## src/rtl/vec100_collector_if.sv

```systemverilog
// Handshake bundle between a narrow beat source, the collector and the wide downstream consumer.
// master = source/sink side, slave = collector side.
interface vec100_collector_if #(
    parameter int WIDTH = 100,
    parameter int DIN_W = 4,
    parameter int CW    = $clog2(WIDTH / DIN_W)
);
    logic [DIN_W-1:0] s_data;
    logic             s_valid;
    logic             s_ready;
    logic             abort;
    logic [WIDTH-1:0] m_data;
    logic             m_valid;
    logic             m_ready;
    logic [CW-1:0]    beat_cnt;
    logic [15:0]      word_count;

    modport master (
        output s_data, s_valid, abort, m_ready,
        input  s_ready, m_data, m_valid, beat_cnt, word_count
    );

    modport slave (
        input  s_data, s_valid, abort, m_ready,
        output s_ready, m_data, m_valid, beat_cnt, word_count
    );
endinterface

```

## src/rtl/vec100_collector.sv

```systemverilog
// Packs DIN_W-bit beats LSB-first into a registered WIDTH-bit word; word valid the cycle after its last beat.
// Only the final beat stalls while the single-entry output register is held; abort drops the partial word.
module vec100_collector #(
    parameter int WIDTH = 100,
    parameter int DIN_W = 4,
    parameter int BEATS = WIDTH / DIN_W,
    parameter int CW    = $clog2(BEATS)
) (
    input  logic               clk,
    input  logic               reset,
    vec100_collector_if.slave  bus
);
    localparam logic [CW-1:0] LAST = CW'(BEATS - 1);

    logic [WIDTH-1:0] asm_q, asm_d;
    logic [CW-1:0]    cnt_q, cnt_d;
    logic [WIDTH-1:0] out_q, out_d;
    logic             vld_q, vld_d;
    logic [15:0]      wc_q, wc_d;

    logic is_last;
    logic s_rdy;
    logic accept;
    logic handoff;

    assign is_last = (cnt_q == LAST);
    // m_ready reaches s_ready combinationally so a consumed word frees the slot for the final beat at once
    assign s_rdy   = !reset && !bus.abort && !(is_last && vld_q && !bus.m_ready);
    assign accept  = bus.s_valid && s_rdy;
    assign handoff = vld_q && bus.m_ready;

    always_comb begin
        asm_d = asm_q;
        cnt_d = cnt_q;
        out_d = out_q;
        vld_d = vld_q;
        wc_d  = wc_q;

        if (handoff) begin
            vld_d = 1'b0;
            wc_d  = wc_q + 16'd1;
        end

        if (bus.abort) begin
            asm_d = '0;
            cnt_d = '0;
        end else if (accept) begin
            if (is_last) begin
                out_d = {bus.s_data, asm_q[WIDTH-DIN_W-1:0]};
                vld_d = 1'b1;
                cnt_d = '0;
            end else begin
                for (int k = 0; k < BEATS; k++) begin
                    if (cnt_q == CW'(k)) begin
                        asm_d[k*DIN_W +: DIN_W] = bus.s_data;
                    end
                end
                cnt_d = cnt_q + 1'b1;
            end
        end
    end

    always_ff @(posedge clk) begin
        if (reset) begin
            asm_q <= '0;
            cnt_q <= '0;
            out_q <= '0;
            vld_q <= 1'b0;
            wc_q  <= '0;
        end else begin
            asm_q <= asm_d;
            cnt_q <= cnt_d;
            out_q <= out_d;
            vld_q <= vld_d;
            wc_q  <= wc_d;
        end
    end

    assign bus.s_ready    = s_rdy;
    assign bus.m_data     = out_q;
    assign bus.m_valid    = vld_q;
    assign bus.beat_cnt   = cnt_q;
    assign bus.word_count = wc_q;
endmodule

```

## src/flat_wrapper.sv

```systemverilog
// flat-port wrapper written by rule: the top's interface ports become plain ports
module vec100_collector_flat 
#(
    parameter int WIDTH = 100,
    parameter int DIN_W = 4,
    parameter int BEATS = WIDTH / DIN_W,
    parameter int CW    = $clog2(BEATS)
)
  (clk, reset, bus_s_data, bus_s_valid, bus_abort, bus_m_ready, bus_s_ready, bus_m_data, bus_m_valid, bus_beat_cnt, bus_word_count);
  vec100_collector_if #(.WIDTH(WIDTH), .DIN_W(DIN_W), .CW(CW)) bus_i ();
  input  logic clk;
  input  logic reset;
  input wire logic [$bits(bus_i.s_data)-1:0] bus_s_data;
  input wire logic [$bits(bus_i.s_valid)-1:0] bus_s_valid;
  input wire logic [$bits(bus_i.abort)-1:0] bus_abort;
  input wire logic [$bits(bus_i.m_ready)-1:0] bus_m_ready;
  output wire logic [$bits(bus_i.s_ready)-1:0] bus_s_ready;
  output wire logic [$bits(bus_i.m_data)-1:0] bus_m_data;
  output wire logic [$bits(bus_i.m_valid)-1:0] bus_m_valid;
  output wire logic [$bits(bus_i.beat_cnt)-1:0] bus_beat_cnt;
  output wire logic [$bits(bus_i.word_count)-1:0] bus_word_count;
  assign bus_i.s_data = bus_s_data;
  assign bus_i.s_valid = bus_s_valid;
  assign bus_i.abort = bus_abort;
  assign bus_i.m_ready = bus_m_ready;
  assign bus_s_ready = bus_i.s_ready;
  assign bus_m_data = bus_i.m_data;
  assign bus_m_valid = bus_i.m_valid;
  assign bus_beat_cnt = bus_i.beat_cnt;
  assign bus_word_count = bus_i.word_count;
  vec100_collector #(.WIDTH(WIDTH), .DIN_W(DIN_W), .BEATS(BEATS), .CW(CW)) u_core (.clk(clk), .reset(reset), .bus(bus_i));
endmodule
```

## config.mk

```make
export PLATFORM = sky130hd
export DESIGN_NAME = vec100_collector_flat
export DESIGN_NICKNAME = d
export VERILOG_FILES = /design/src/rtl/vec100_collector_if.sv /design/src/rtl/vec100_collector.sv /design/src/flat_wrapper.sv
export SDC_FILE = /design/constraint.sdc
export NUM_CORES = 1
export LEC_CHECK = 0
export BUFFER_PORTS_ARGS = -buffer_cell sky130_fd_sc_hd__buf_4
export CORE_MARGIN = 2
export CORE_UTILIZATION = 30
export DETAILED_ROUTE_END_ITERATION = 16
export GPL_TIMING_DRIVEN = 1
export MAX_ROUTING_LAYER = met4
export SLEW_MARGIN = 20
export SYNTH_ARGS = -nofsm -noshare
export SYNTH_HDL_FRONTEND = slang
export SYNTH_SLANG_ARGS = --single-unit
export TNS_END_PERCENT = 20
```

## constraint.sdc

```tcl
create_clock -name clk -period 5.3 [get_ports clk]
set_input_delay 1.06 -clock clk [delete_from_list [all_inputs] [get_ports clk]]
set_output_delay 1.06 -clock clk [all_outputs]
set_load 0.005 [all_outputs]
```

After elaboration in Yosys (flattened, before gate mapping) --
Index checks and enable logic that the tools add are counted.
Operators by class: add/subtract/negate cells 2, equal/unequal tests 24, muxes and demuxes 5, bitwise gates (word level) 2, reduce and logical (&&, ||, !) cells 37
Operator list (number):
- $reduce_and A3 Y1 | 25
- $eq A5 B5 Y1 const B | 9
- $eq A5 B4 Y1 const B | 8
- $eq A5 B3 Y1 const B | 4
- $add A16 B1 Y16 const B | 1
- $eq A5 B2 Y1 const B | 2
- $logic_and A1 B1 Y1 | 6
- $add A5 B1 Y5 const B | 1
- $eq A5 B1 Y1 const B | 1
- $logic_not A5 Y1 | 1
- $mux W5 | 1
- $logic_not A1 Y1 | 4
- $mux W1 | 4
- $not A1 Y1 | 2
- $reduce_or A2 Y1 | 1
Word-level totals: flip-flop bits (word level) 218, word-level logic and storage cells 98

Depth between registers and ports, before layout --
Gate-level depths: netlist of run 1.
depth after elaboration 8, mapped depth 8

Worst setup path after synthesis of run 1 --
OpenSTA, ideal clock, no wires.
path type input-to-output, from input port bus_abort, to output port bus_s_ready, arrival time 2.011 ns, slack 2.229 ns, stages 5, path buffers 3, cells stage by stage or2_2 buf_6 clkbuf_1 clkbuf_1 nor2_1
Between the ends: longest elaborated chain between the ends 3
Ends and longest elaborated chain:
- start, declared | RTL line flat_wrapper.sv:15 | input wire logic [$bits(bus_i.abort)-1:0] bus_abort;
- $logic_not A1 Y1 | RTL line vec100_collector.sv:28 | assign s_rdy = !reset && !bus.abort && !(is_last && vld_q && !bus.m_ready);
- $logic_and A1 B1 Y1 (2 in series) | RTL line vec100_collector.sv:28
- end, declared | RTL line flat_wrapper.sv:17 | output wire logic [$bits(bus_i.s_ready)-1:0] bus_s_ready;
No other way between the ends.

Worst setup path after layout of run 1 --
from input port reset, to output port bus_s_ready
Between the ends: longest elaborated chain between the ends 3
Ends and longest elaborated chain:
- start, declared | RTL line flat_wrapper.sv:12 | input logic reset;
- $logic_not A1 Y1 | RTL line vec100_collector.sv:28
- $logic_and A1 B1 Y1 (2 in series) | RTL line vec100_collector.sv:28
No other way between the ends.

==> results_dict.tcl, run 1 <==
set metrics [dict create \
    crit-reg2reg-launch "u_core.bus.beat_cnt[0]$_SDFFE_PP0P_" \
    wl_um 20620 \
    dieArea_um2 28360 \
    worstMarginPinSlew_ps 1101 \
    cts_root_buf "clkbuf_16" \
    holdPathEnd "u_core.bus.m_data[83]$_SDFFE_PP0P_" \
    nFillCells 2746 \
    ff2ff_setup_slack_ps 2110 \
    crit_path_top_delay_cell "or2_4" \
    final_core_util_pct 37.74 \
    layout-drive-gt1-share_pct 17.60 \
    cts_buffers 24 \
    yosys_most_used_dff "dfxtp_1" \
    required_ps 4240 \
    finalInstanceArea_um2 10090 \
    gr-max-usage-layer "met2" \
    rsz0062_at_grt "no" \
    area_growth_syn_to_layout_pct 24.41 \
    async_flop_share_pct 0 \
    status "finished clean" \
    die_y_um 168.4 \
    fmax_mhz 271.5 \
    grt_antenna_before_repair 0 \
    hold_depth 2 \
    place_hpwl_um 13040 \
    max_cap_violations 0 \
    netlist_instances 924 \
    ios 132 \
    period_needed_ps 3683 \
    antenna_cells 0 \
    cts_setup_buffers 0 \
    syn_area_um2 8108 \
    drc 0 \
    ys_ff_latch 218 \
    crit_chain "buf_4 > or2_4 > nor2_1 > buf_4" \
    hold_violations 0 \
    synth_most_common_cell "nand2_1" \
    powerDensity_nw_per_um2 335.5 \
    cp.arrival_ps 2620 \
    synth_top_area_share_pct 53.83 \
    postCtsHoldBufs 0 \
    holdCritStartpoint "u_core.bus.m_data[83]$_SDFFE_PP0P_" \
    row_count 60 \
    grt_use_met2_pct 23.83 \
    place_ws_ps 1622 \
    grt_pass1_vias 5991 \
    ys_top_cells_by_count "nand2_1 (227), dfxtp_1 (218), a21oi_1 (120), nor2_1 (101), mux2i_1 (84)" \
    holdWs_ps 451.5 \
    leakage_nw 4.063 \
    yosys_warnings 0 \
    avgRoutedWirePerCell_um 15.00 \
    clock-sinks 218 \
    max_stage_delay_ps 680 \
    max_slew_margin_pct 26.37 \
    finalCritPeriodShare_pct 69.49 \
    die_w_um 168.4 \
    hold_class "reg2reg" \
    synth_area_per_cell_um2 8.775 \
    critPathLaunchType "input pin" \
    initial_core_util_pct 30.34 \
    regToRegEndpoint "u_core.bus.m_data[25]$_SDFFE_PP0P_" \
    grt_max_degree 101 \
    crit_top_cell "buf_4" \
    clkTransAtPathRegs_ps 50 \
    worstPathMaxFanout 62 \
    place_area_um2 9258 \
    cts_tree "built" \
    numPortBuffers 131 \
    fin_worst_skew_ps 15.16 \
    ir_drop_uv 231.3 \
    syn_nets 939 \
    grt_first_pass_wirelength_um 32310 \
    cts_max_path_buffers 3 \
    synth.area.top_cells "dfxtp_1 (54%), nand2_1 (11%), mux2i_1 (10%)" \
    slew_viol_final 0 \
    setup_viol 0 \
    avgViaCountPerCell 4.615 \
    synth_cell_types 42 \
    gr-total-overflow 0 \
    use_met1_pct 18.08 \
    route.antenna.remaining_nets 0 \
    r2r_cells 7 \
    htreeDepth 1 \
    coreArea_um2 26730 \
    synth_edf_count 0 \
    fin_ws_ps 1617 \
    clk_latency_ps 510 \
    final.setup.tns_ps 0 \
    ctsResizeCount 0 \
    critical_path_class "in2out" \
    end_kind "output port" \
    firstDrtPassIters 4 \
    gp_congestion 0.7434 \
    final_nets 1033 \
    grt_util_all_layers_pct 14.41 \
    use_met3_pct 3.009 \
    yosysSeqAreaShare_pct 53.83 \
    drtIter0Drc 435 \
    yosys.area.top_type "dfxtp_1" \
    num_vias 6345 \
]
## worst max-delay path by stage
stage / from / to / slack (ps) / depth (start not counted)
6_report: reset / bus_s_ready / 1620 / 4
3_5_place_dp: reset / bus_s_ready / 1620 / 4
5_1_grt: reset / bus_s_ready / 1490 / 4
2_1_floorplan: bus_abort / bus_s_ready / 2230 / 5
4_1_cts: reset / bus_s_ready / 1620 / 4
3_3_place_gp: reset / bus_s_ready / 1620 / 4
## sequential cells by signal, summed over array words and instances, names as in the netlist
signal	cells
u_core.asm_q	96
u_core.bus.beat_cnt	5
u_core.bus.m_data	100
u_core.bus.m_valid	1
u_core.bus.word_count	16
## layout make-up
type / count / area, um^2 / share of cell area, %
clock inverters: 5 / 102.6 / 1.017
inverters: 4 / 15.01 / 0.1488
multi-input cells: 633 / 3440 / 34.10
clock buffers: 37 / 690.7 / 6.847
flip-flops and latches: 218 / 4364 / 43.26
well taps: 341 / 426.7 / 4.230
repair buffers: 137 / 1049 / 10.39
## critical path, delay by kind of cell
family / cells / cell delay [ps]
simple gates: 2 / 840
buf+inv: 2 / 700
## per-layer routing
| layer | share of wire (%) | routed length, um |
|---|---|---|
| met1 | 46 | 9519 |
| met2 | 47 | 9759 |
| met3 | 5.4 | 1112 |
| met4 | 1.1 | 229 |
| met5 | 0 | 0 |
## placed cells by master, fill, tap and decap left out, types with 3 or more instances in the layout
master	netlist	layout
a21oi_1	120	120
and4_1	4	3
buf_4	0	136
bufinv_16	0	3
clkbuf_1	39	10
clkbuf_16	0	25
dfxtp_1	218	218
ha_1	6	6
inv_1	4	4
mux2i_1	84	84
nand2_1	227	227
nand3_1	34	34
nand4_1	8	8
nor2_1	101	101
nor3_1	3	3
o21ai_0	6	6
xor2_1	9	9
## logic make-up (layout without fill, tap and decap cells)
| family | after synthesis | after routing | synth area share [%] |
|---|---|---|---|
| buffers and inverters | 73 | 183 | 3.997 |
| flip-flops | 218 | 218 | 53.83 |
| AO/OA/AOI/OAI | 131 | 131 | 8.272 |
| AND/OR/NAND/NOR | 402 | 402 | 21.53 |
| adder cells (fa/ha/maj) | 6 | 6 | 0.9259 |
| multiplexers | 84 | 84 | 10.37 |
| XOR/XNOR | 10 | 10 | 1.080 |
## power breakdown
part	internal, mW	leakage (nW)	switching [mW]
clock network	1.04	0.381	0.637
logic	0.0129	1.93	0.0556
registers	1.64	1.76	0.00125
total	2.69	4.06	0.694
## per-stage QoR
| step | std cells | power [mW] |
|---|---|---|
| final | 1375 | 3.385 |
| after global routing | 1375 | 3.503 |
| after CTS | 1374 | 3.426 |
| after detailed placement | 1332 | 1.746 |
| after global placement | 1332 | 1.746 |
| after floorplan | 924 | 1.724 |
Note: power is estimated with default switching activity, not from simulation.
==> run 2, diff against run 1 <==
==> constraint.sdc (replaced) <==
create_clock -name clk -period 3.9 [get_ports clk]
set_input_delay 0.78 -clock clk [delete_from_list [all_inputs] [get_ports clk]]
set_output_delay 0.78 -clock clk [all_outputs]
set_load 0.005 [all_outputs]
==> run 2 against run 1 <==
Setup slack worse by 830 ps. Count of clock-buffer cells in the layout shrank 6. Routed wire length up 2.2%. Highest routed layer unchanged. Largest power group is now registers. Cell count fell by 0.22%.
==> results_dict.tcl, run 2 (same netlist as run 1, synthesis figures left out) <==
set metrics [dict create \
    ios 132 \
    critPathBufInv 2 \
    route.antenna.remaining_nets 0 \
    grt_max_degree 66 \
    drc 0 \
    finalPower_mw 4.546 \
    setup_viol 0 \
    ctsResizeCount 0 \
    gr-total-overflow 0 \
    worstMarginPinSlew_ps 825.5 \
    fmax_mhz 321.3 \
    antenna_cells 0 \
    max_cap_violations 0 \
    drtIter0Drc 462 \
    powerDensity_nw_per_um2 452.5 \
    status "finished clean" \
    cts_root_buf "clkbuf_16" \
    firstDrtPassIters 5 \
    crit-reg2reg-launch "u_core.bus.beat_cnt[0]$_SDFFE_PP0P_" \
    clk_latency_ps 500 \
    htreeDepth 1 \
    final_nets 1033 \
    gp_congestion 0.7558 \
    crit_path_top_delay_cell "ha_1" \
    fin_worst_skew_ps 12.24 \
    finalCritPeriodShare_pct 79.81 \
    place_hpwl_um 13280 \
    required_ps 3120 \
    grt_pass1_vias 6215 \
    die_y_um 168.4 \
    cts_buffers 23 \
    final_common_cell "nand2_1" \
    hold_class "reg2reg" \
    fin_ws_ps 787.2 \
    area_growth_syn_to_layout_pct 23.92 \
    worstPathMaxFanout 12 \
    cp.arrival_ps 2330 \
    grt_first_pass_wirelength_um 33490 \
    final.setup.tns_ps 0 \
    row_count 60 \
    max_stage_delay_ps 480 \
    crit_start "u_core.bus.beat_cnt[0]$_SDFFE_PP0P_" \
    dieArea_um2 28360 \
    largest_reg_flops 100 \
    slew_viol_final 0 \
    cts_tree "built" \
    layout-drive-gt1-share_pct 17.94 \
    ff2ff_setup_slack_ps 1320 \
    avgViaCountPerCell 4.694 \
    cp.depth 6 \
    rsz0062_at_grt "no" \
    initial_core_util_pct 30.34 \
    place_ws_ps 1058 \
    clkTransAtPathRegs_ps 70 \
    coreArea_um2 26730 \
    grt_antenna_before_repair 0 \
    crit_chain "inv_1 > ha_1 > nand4b_1 > nor2_1 > nor2_1 > buf_4" \
    r2r_cells 7 \
    critPathTopFamily "simple AND/OR/NAND/NOR gates" \
    nFillCells 2769 \
    clock-sinks 218 \
    hold_violations 0 \
    layout_common_cells "nand2_1 (227), dfxtp_1 (218), buf_4 (137), a21oi_1 (120), nor2_1 (101)" \
    max_slew_margin_pct 44.97 \
    postCtsHoldBufs 0 \
    leakage_nw 4.052 \
    wl_um 21070 \
    critical_path_class "reg2out" \
    crit_top_cell "nor2_1" \
    critPathLaunchType "flop" \
    regToRegEndpoint "u_core.bus.m_data[89]$_SDFFE_PP0P_" \
    ir_drop_uv 255.8 \
    num_vias 6440 \
    die_w_um 168.4 \
    cts_max_path_buffers 3 \
    numPortBuffers 131 \
    crit_path_end "bus_s_ready" \
    period_needed_ps 3113 \
    end_kind "output port" \
    avgRoutedWirePerCell_um 15.36 \
    grt_util_all_layers_pct 14.89 \
    cts_setup_buffers 0 \
    holdWs_ps 446.1 \
]
==> run 2: how the worst min path moves through the flow <==
stage	from	endpoint	slack, ps	depth (start not counted)
after global routing	u_core.asm_q[17]$_SDFFE_PP0P_	u_core.bus.m_data[17]$_SDFFE_PP0P_	460	2
after floorplan	u_core.asm_q[76]$_SDFFE_PP0P_	u_core.bus.m_data[76]$_SDFFE_PP0P_	430	2
after CTS	u_core.asm_q[49]$_SDFFE_PP0P_	u_core.bus.m_data[49]$_SDFFE_PP0P_	450	2
after detailed placement	u_core.asm_q[34]$_SDFFE_PP0P_	u_core.bus.m_data[34]$_SDFFE_PP0P_	440	2
after global placement	u_core.asm_q[17]$_SDFFE_PP0P_	u_core.bus.m_data[17]$_SDFFE_PP0P_	440	2
final	u_core.asm_q[43]$_SDFFE_PP0P_	u_core.bus.m_data[43]$_SDFFE_PP0P_	450	2
==> run 2: metrics by stage <==
stage | instances | instance area (um^2) | utilization (%)
2_1_floorplan | 924 | 8108 | -
5_1_grt | 1372 | 10050 | 37.59
3_3_place_gp | 1334 | 9285 | 34.74
6_report | 1372 | 10050 | 37.59
3_5_place_dp | 1334 | 9285 | 34.74
4_1_cts | 1372 | 10050 | 37.59
==> run 2: tightest hold or removal path, delay by kind of cell (launching register included) <==
kind             cells  cell delay [ps]
AND/OR/NAND/NOR      1               50
flip-flops           1              310
AO/OA/AOI/OAI        1               50
==> run 2: metal layers <==
metal / global-route usage (%) / part of all wire, % / up-vias
met5: - / 0 / -
li1: - / - / 3249
met3: 3.667 / 6.1 / 26
met4: 3.336 / 1.4 / 0
met2: 24.26 / 47 / 114
met1: 18.73 / 45 / 3051
==> run 2: area by class of cell <==
class	instances	area [um^2]	share of cell area [%]
inverter	4	15.01	0.1494
multi-input combinational	633	3431	34.15
sequential	218	4364	43.44
clock inverter	7	116.4	1.158
clock buffer	31	645.6	6.426
timing repair buffer	138	1049	10.44
tap	341	426.7	4.247
==> run 2: where the power goes <==
part	internal (mW)	switching, mW
logic	0.0181	0.0771
clock network	1.35	0.869
registers	2.23	0.00167
==> run 3, diff against run 2 <==
==> constraint.sdc (replaced) <==
create_clock -name clk -period 2.85 [get_ports clk]
set_input_delay 0.57 -clock clk [delete_from_list [all_inputs] [get_ports clk]]
set_output_delay 0.57 -clock clk [all_outputs]
set_load 0.005 [all_outputs]
==> run 3 against run 2 <==
Clock skew up 1.5 ps. Count of clock-buffer cells in the layout shrank 1. Sequential share of layout area decreased by 0.50 points. Largest cell class unchanged.
==> results_dict.tcl, run 3 (same netlist as run 1, synthesis figures left out) <==
set metrics [dict create \
    crit_chain "inv_1 > ha_1 > nand4b_1 > nor2_1 > nor2_1 > buf_4" \
    cts_setup_buffers 0 \
    postCtsHoldBufs 0 \
    ios 132 \
    internal-power_mw 5.090 \
    die_w_um 168.4 \
    grt_first_pass_wirelength_um 33360 \
    grt_util_all_layers_pct 14.76 \
    holdWs_ps 397.9 \
    place_hpwl_um 13560 \
    period_needed_ps 2572 \
    rsz0062_at_grt "no" \
    setup_viol 0 \
    avgViaCountPerCell 4.675 \
    register_area_um2 4364 \
    critPathTopFamily "simple AND/OR/NAND/NOR gates" \
    critPathBufInv 2 \
    worstMarginPinSlew_ps 669.1 \
    cp.arrival_ps 2000 \
    cts_max_path_buffers 3 \
    leakage_nw 4.110 \
    drtIter0Drc 372 \
    slew_viol_final 0 \
    clk_latency_ps 500 \
    ir_drop_uv 387.3 \
    clock-sinks 218 \
    nFillCells 2732 \
    area_growth_syn_to_layout_pct 25.37 \
    powerDensity_nw_per_um2 629.9 \
    multi_input_area_um2 3431 \
    route.antenna.remaining_nets 0 \
    grt_max_degree 71 \
    fin_worst_skew_ps 13.73 \
    power_frac_comb_pct 2.1 \
    cts_tree "built" \
    wl_um 20930 \
    cts_root_buf "clkbuf_16" \
    place_ws_ps 728.5 \
    fmax_mhz 388.8 \
    row_count 60 \
    end_kind "output port" \
    coreArea_um2 26730 \
    crit_top_cell "nor2_1" \
    critPathLaunchType "flop" \
    firstDrtPassIters 4 \
    numPortBuffers 131 \
    ctsResizeCount 0 \
    clkTransAtPathRegs_ps 60 \
    switching_share_pct 20.50 \
    avgRoutedWirePerCell_um 15.17 \
    drc 0 \
    critical_path_class "reg2out" \
    gp_congestion 0.7610 \
    htreeDepth 1 \
    status "finished clean" \
    final.setup.tns_ps 0 \
    gr-total-overflow 0 \
    layout_common_cells "nand2_1 (227), dfxtp_1 (218), buf_4 (140), a21oi_1 (120), nor2_1 (101)" \
    antenna_cells 0 \
    finalCritPeriodShare_pct 90.26 \
    hold_class "in2reg" \
    cts_buffers 23 \
    largest_reg_flops 100 \
    layout-drive-gt1-share_pct 18.58 \
    hold_violations 0 \
    num_vias 6452 \
    grt_pass1_vias 6134 \
    crit_path_top_delay_cell "dfxtp_1" \
    worstPathMaxFanout 8 \
    die_y_um 168.4 \
    fin_ws_ps 277.7 \
    max_stage_delay_ps 450 \
    grt_antenna_before_repair 0 \
    final_common_cell "nand2_1" \
    max_cap_violations 0 \
    p_switching_mw 1.313 \
    seq_power_share_pct 47.6 \
    initial_core_util_pct 30.34 \
    required_ps 2280 \
    final_nets 1038 \
    clkPwrFrac_pct 50.3 \
    max_slew_margin_pct 55.28 \
    dieArea_um2 28360 \
]
-- run 3: cell types whose count changed in the layout (fill, tap and decap cells not counted) --
cell and delta:
buf_12 +2, buf_4 +3, clkinvlp_4 +1, inv_6 -1, clkinv_2 +2, clkbuf_8 -1, bufinv_16 +2
-- run 3: area by class of cell --
class | instances | area share [%]
clock inverters | 11 | 1.822
multi-input cells | 633 | 33.75
flip-flops and latches | 218 | 42.93
inverters | 4 | 0.1477
well taps | 341 | 4.197
repair buffers | 143 | 10.93
clock buffers | 30 | 6.216
-- run 3: worst min-delay path, delay by kind of cell --
family,cells,cell delay (ps)
AOI/OAI and AO/OA,1,50
buffers and inverters,1,140
and+or+nand+nor,1,80
-- run 3: layer usage --
layer  global-route usage, %  share of wire [%]  routed length [um]  vias up
met5                       -                  0                   0        -
met4                   3.448                1.6                 335        0
met3                   2.891                5.5                1141       23
met2                   24.12                 47                9916      119
met1                   18.92                 46                9535     3047
li1                        -                  -                   -     3263
-- run 3: path summary, 6_finish.rpt --
path              slack, ps  depth (start not counted)                           startpoint                               endpoint
setup reg to reg        680                          7  u_core.bus.beat_cnt[0]$_SDFFE_PP0P_     u_core.bus.m_data[42]$_SDFFE_PP0P_
setup / recovery        280                          6  u_core.bus.beat_cnt[0]$_SDFFE_PP0P_                            bus_s_ready
hold reg to reg         440                          2        u_core.asm_q[43]$_SDFFE_PP0P_     u_core.bus.m_data[43]$_SDFFE_PP0P_
hold / removal          400                          3                          bus_m_ready  u_core.bus.word_count[1]$_SDFFE_PP0P_
-- run 3: power groups by stage --
stage | sequential (mW) | combinational [mW] | clock, mW
finish | 3.05 | 0.134 | 3.22
global route | 3.05 | 0.146 | 3.42
CTS | 3.05 | 0.136 | 3.30
detailed placement | 3.12 | 0.136 | 0
global placement | 3.12 | 0.135 | 0
floorplan | 3.12 | 0.0875 | 0
-- run 3: per-stage QoR --
stage | std cells | utilization [%] | instance area [um^2] | power, mW
2_1_floorplan | 924 | - | 8108 | 3.205
6_report | 1380 | 38.03 | 10160 | 6.402
3_5_place_dp | 1339 | 34.98 | 9348 | 3.254
3_3_place_gp | 1339 | 34.98 | 9348 | 3.253
5_1_grt | 1380 | 38.03 | 10160 | 6.619
4_1_cts | 1380 | 38.03 | 10160 | 6.481
